===== src/rtl/itcm_loader.sv =====
// Streams a length-prefixed byte image into the ITCM write port and holds the core in reset until loaded.
// Optional trailing XOR checksum byte enabled by defining LOADER_CKSUM_EN.
module itcm_loader #(
  parameter int AW      = 12,
  parameter int DW      = 32,
  parameter int TIMEOUT = 65535
) (
  input  logic          clk,
  input  logic          rst,
  input  logic          start,
  input  logic          s_valid,
  output logic          s_ready,
  input  logic [7:0]    s_data,
  output logic [AW-1:0] itcm_WADDR,
  output logic [DW-1:0] itcm_WDATA,
  output logic          itcm_WEN,
  output logic          core_rst_n,
  output logic          busy,
  output logic          done,
  output logic          err
);

  typedef enum logic [2:0] {
    S_IDLE,
    S_LEN,
    S_DATA,
`ifdef LOADER_CKSUM_EN
    S_CKSUM,
`endif
    S_DONE,
    S_ERR
  } state_t;

  localparam logic [32:0] CAP = 33'(1) << AW;

  state_t        state;
  logic [1:0]    bcnt;
  logic [31:0]   shreg;
  logic [AW:0]   nwords;
  logic [AW-1:0] widx;
  logic [31:0]   idle;
  logic          accept;
  logic [31:0]   word_nx;
  logic          timeout_hit;
  logic          last_word;
`ifdef LOADER_CKSUM_EN
  logic [7:0]    xsum;
`endif

  assign accept      = s_valid && s_ready;
  assign word_nx     = {s_data, shreg[31:8]};
  assign timeout_hit = (TIMEOUT != 0) && busy && !accept && (idle == 32'(TIMEOUT - 1));
  assign last_word   = (({1'b0, widx} + 1'b1) == nwords);

  // Byte assembly shared by length and payload; bcnt reset discards any partial word.
  always_ff @(posedge clk) begin
    if (accept) shreg <= word_nx;
  end

  always_ff @(posedge clk) begin
    if (rst) begin
      state      <= S_IDLE;
      s_ready    <= 1'b0;
      itcm_WEN   <= 1'b0;
      itcm_WADDR <= '0;
      itcm_WDATA <= '0;
      core_rst_n <= 1'b0;
      busy       <= 1'b0;
      done       <= 1'b0;
      err        <= 1'b0;
      bcnt       <= '0;
      widx       <= '0;
      nwords     <= '0;
      idle       <= '0;
`ifdef LOADER_CKSUM_EN
      xsum       <= '0;
`endif
    end else begin
      itcm_WEN <= 1'b0;
      if (busy) idle <= accept ? 32'd0 : idle + 32'd1;
      case (state)
        S_IDLE, S_DONE, S_ERR: begin
          if (start) begin
            state      <= S_LEN;
            s_ready    <= 1'b1;
            busy       <= 1'b1;
            done       <= 1'b0;
            err        <= 1'b0;
            core_rst_n <= 1'b0;
            bcnt       <= '0;
            widx       <= '0;
            idle       <= '0;
`ifdef LOADER_CKSUM_EN
            xsum       <= '0;
`endif
          end
        end
        S_LEN: begin
          if (timeout_hit) begin
            state <= S_ERR; s_ready <= 1'b0; busy <= 1'b0; err <= 1'b1;
          end else if (accept) begin
            bcnt <= bcnt + 2'd1;
            if (bcnt == 2'd3) begin
              nwords <= word_nx[AW:0];
              if ({1'b0, word_nx} > CAP) begin
                state <= S_ERR; s_ready <= 1'b0; busy <= 1'b0; err <= 1'b1;
              end else if (word_nx == 32'd0) begin
`ifdef LOADER_CKSUM_EN
                state <= S_CKSUM;
`else
                state <= S_DONE; s_ready <= 1'b0; busy <= 1'b0;
                done  <= 1'b1;   core_rst_n <= 1'b1;
`endif
              end else begin
                state <= S_DATA;
              end
            end
          end
        end
        S_DATA: begin
          if (timeout_hit) begin
            state <= S_ERR; s_ready <= 1'b0; busy <= 1'b0; err <= 1'b1;
          end else if (accept) begin
            bcnt <= bcnt + 2'd1;
`ifdef LOADER_CKSUM_EN
            xsum <= xsum ^ s_data;
`endif
            // Word complete: write lands the cycle after its fourth byte.
            if (bcnt == 2'd3) begin
              itcm_WEN   <= 1'b1;
              itcm_WDATA <= word_nx;
              itcm_WADDR <= widx;
              widx       <= widx + 1'b1;
              if (last_word) begin
`ifdef LOADER_CKSUM_EN
                state <= S_CKSUM;
`else
                state <= S_DONE; s_ready <= 1'b0; busy <= 1'b0;
                done  <= 1'b1;   core_rst_n <= 1'b1;
`endif
              end
            end
          end
        end
`ifdef LOADER_CKSUM_EN
        S_CKSUM: begin
          if (timeout_hit) begin
            state <= S_ERR; s_ready <= 1'b0; busy <= 1'b0; err <= 1'b1;
          end else if (accept) begin
            s_ready <= 1'b0;
            busy    <= 1'b0;
            if (s_data == xsum) begin
              state <= S_DONE; done <= 1'b1; core_rst_n <= 1'b1;
            end else begin
              state <= S_ERR;  err <= 1'b1;
            end
          end
        end
`endif
        default: begin
          state <= S_IDLE; s_ready <= 1'b0; busy <= 1'b0;
        end
      endcase
    end
  end

endmodule


===== config.mk =====
export PLATFORM = sky130hd
export DESIGN_NAME = itcm_loader
export DESIGN_NICKNAME = d
export VERILOG_FILES = /design/src/rtl/itcm_loader.sv
export SDC_FILE = /design/constraint.sdc
export NUM_CORES = 1
export LEC_CHECK = 0
export ABC_CLOCK_PERIOD_IN_PS = 4350
export BUFFER_PORTS_ARGS = -buffer_cell sky130_fd_sc_hd__buf_4
export CAP_MARGIN = 15
export CORE_MARGIN = 3
export CORE_UTILIZATION = 48
export DETAILED_ROUTE_END_ITERATION = 6
export GPL_ROUTABILITY_DRIVEN = 0
export PLACE_DENSITY_LB_ADDON = 0.2
export SYNTH_ARGS = -nofsm -noshare
export SYNTH_HDL_FRONTEND = slang
export SYNTH_SLANG_ARGS = --single-unit

===== constraint.sdc =====
create_clock -name clk -period 4.35 [get_ports clk]
set_input_delay 0.435 -clock clk [delete_from_list [all_inputs] [get_ports clk]]
set_output_delay 0.435 -clock clk [all_outputs]
set_load 0.02 [all_outputs]

==> flow_summary.json <==
{
  "final.period_utilization_pct": 61.8,
  "drc": 0,
  "setup_viol": 0,
  "ctsHoldBuffers": 0,
  "grt_use_total_pct": 20.4,
  "cts_root_buffer": "clkbuf_16",
  "clock.fmax_mhz": 372,
  "cp-start-kind": "flip-flop",
  "path_clk_slew_ps": 60,
  "rsz0062_at_grt": "no",
  "overflow": 0,
  "worst_pin_slew_ps": 1020,
  "synth_top_area_share_pct": 39.2,
  "grt_pass1_wl_um": 21000,
  "slew_viol_final": 0,
  "initial_utilization_pct": 50.5,
  "critPathArrivalTime_ps": 3000,
  "yosys-top-cells-area": "dfxtp_1 (39%), edfxtp_1 (13%), nand2_1 (8.2%), a21oi_1 (5.1%), nor2_1 (4.6%)",
  "cts_buffer_depth": 2,
  "leakage_nw": 2.56,
  "tritoncts": "built",
  "cts_repair_resize_count": 0,
  "hold_viol_final": 0,
  "nets": 689,
  "slowest_delay_ps": 740,
  "path_cells": "nand2_1 > inv_1 > o21ai_0 > a21oi_4 > a21boi_1 > o21ai_1 > mux2i_1",
  "drv_cap": 0,
  "holdWs_ps": 208,
  "ff2ff_path_depth": 7,
  "syn_nets": 638,
  "crit_required_ps": 4660,
  "worstHoldPathCells": 1,
  "ys_types": 50,
  "syn_to_final_growth_pct": 19.5,
  "end_kind": "flip-flop",
  "drive_gt1_share_pct": 15.3,
  "min_period_ps": 2690,
  "cts_sinks": 134,
  "dp.cells": 794,
  "totalWireLength_um": 12600,
  "antenna_left": 0,
  "diodes": 0,
  "numPortBuffers": 61,
  "maxSlewHeadroom_pct": 31.8,
  "power.density_nw_per_um2": 423,
  "clock_skew_ps": 8.70,
  "routedWlPerCell_um": 15.3,
  "first_pass_iters": 4,
  "vias": 4482,
  "core_area_um2": 11100,
  "htreeDepth": 4,
  "seq_area_frac_synth_pct": 52.0,
  "syn_area_um2": 5620,
  "synth_top_flop_cell": "dfxtp_1",
  "synth_top_cell_by_area": "dfxtp_1",
  "fin_tns_setup_ps": 0,
  "dieArea_um2": 13000,
  "ir_worst_vdd_mv": 0.352,
  "crit_slowest_cell": "inv_1",
  "rows": 38,
  "drtIter0Drc": 317,
  "syn-mean-instance-area_um2": 9.03,
  "final_cells": 826,
  "crit_fanout": 25,
  "hold_path_class": "primary input to flip-flop",
  "synth_warnings": 0,
  "viasPerCell": 5.43,
  "status": "finished clean",
  "synthArstFlopShare_pct": 0,
  "fp.dieW_um": 114,
  "post-cts-setup-buffers": 0,
  "clk_latency_ps": 430,
  "dp_hpwl_um": 8530,
  "antenna_found_initial": 0,
  "ios": 62,
  "syn_inst": 622,
  "die_h_um": 114,
  "crit_type": "flip-flop to flip-flop",
  "ys_seq_elements": 134,
  "grt_pass1_vias": 4380,
  "dpl_cell_area_um2": 6140,
  "fin_area_um2": 6710,
  "synth_edf_count": 24,
  "cts_buffers": 17,
  "grt_max_degree": 74
}
cells in the mapped netlist (5+ instances only):
library cell / instances
nand2_1: 122
dfxtp_1: 110
nor2_1: 69
a21oi_1: 57
xor2_1: 28
clkbuf_1: 24
edfxtp_1: 24
xnor2_1: 22
nand4_1: 19
nand3_1: 17
mux2i_1: 15
o21ai_0: 13
nor4_1: 12
inv_1: 8
nor3_1: 8
and3_1: 6
a21o_1: 5
nor2b_1: 5
state kept, by name, summed over array words and instances, names as in the netlist:
name and flops:
err 1, state 3, itcm_WEN 1, shreg 24
idle 32, nwords 13, itcm_WDATA 32, bcnt 2
itcm_WADDR 12, done 1, busy 1, widx 12
layout by cell type (no fill, tap or decap), types with 3 or more instances in the layout:
cell / instances
nand2_1: 122
dfxtp_1: 110
nor2_1: 69
buf_4: 64
a21oi_1: 57
xor2_1: 28
edfxtp_1: 24
xnor2_1: 22
nand4_1: 19
nand3_1: 17
clkbuf_16: 17
mux2i_1: 15
o21ai_0: 13
nor4_1: 12
inv_1: 8
nor3_1: 7
and3_1: 6
nor2b_1: 5
a21o_1: 5
nand2b_1: 4
and4_1: 4
ha_1: 4
or3_1: 3
a22o_1: 3
a22oi_1: 3
o31ai_1: 3
clkinv_4: 3
clkinv_2: 3
critical path: cells and delay by family, from the launching register on:
kind            cells  cell delay (ps)
flops               1              590
compound gates      4              900
simple gates        1              230
mux                 1              120
buf+inv             1              740
per-layer routing:
metal | GRT usage [%] | wire length [um] | vias up
li1 | - | - | 2246
met4 | 9.58 | 186 | 0
met3 | 5.81 | 629 | 16
met2 | 33.6 | 6460 | 103
met1 | 24.5 | 5370 | 2117
met5 | 0 | 0 | -
final timing paths:
path                                 to  slack [ps]                        from
max                   busy$_SDFFE_PP0P_        1660           busy$_SDFFE_PP0P_
min                 shreg[30]$_DFFE_PP_         210                   s_data[6]
max reg2reg           busy$_SDFFE_PP0P_        1660           busy$_SDFFE_PP0P_
min reg2reg  itcm_WADDR[6]$_SDFFE_PP0P_         450  itcm_WADDR[6]$_SDFFE_PP0P_
stage by stage:
stage               util [%]  total power [mW]  worst slack [ps]
finish                  60.3              2.84              1660
global route            60.3              2.93              1420
CTS                     60.3              2.87              1620
detailed placement      55.2              1.50              1670
global placement        55.2              1.49              1800
floorplan                  -              1.45              1900
layout make-up:
type                    count  area (um2)
repair buffers             64         480
fillers                   962        4420
clock inverters            13         133
inverters                   8        30.0
clock buffers              19         433
flip-flops and latches    134        2920
multi-input cells         448        2540
well taps                 140         175
report_power, final:
part	switching (mW)	total [mW]	leakage (nW)	internal, mW
logic	0.0927	0.143	1.18	0.0506
clock network	0.528	1.37	0.272	0.838
registers	0.0314	1.33	1.11	1.29
total	0.652	2.84	2.56	2.18
cell families after synthesis:
family / synth area share [%]
xor gates and xnor gates: 7.80
and+or+nand+nor: 22.8
DFF: 52.0
buffers and inverters: 2.87
adders and majority gates: 0.891
AOI/OAI and AO/OA: 10.5
muxes: 3.07
Power figures use the tool's default switching activity.
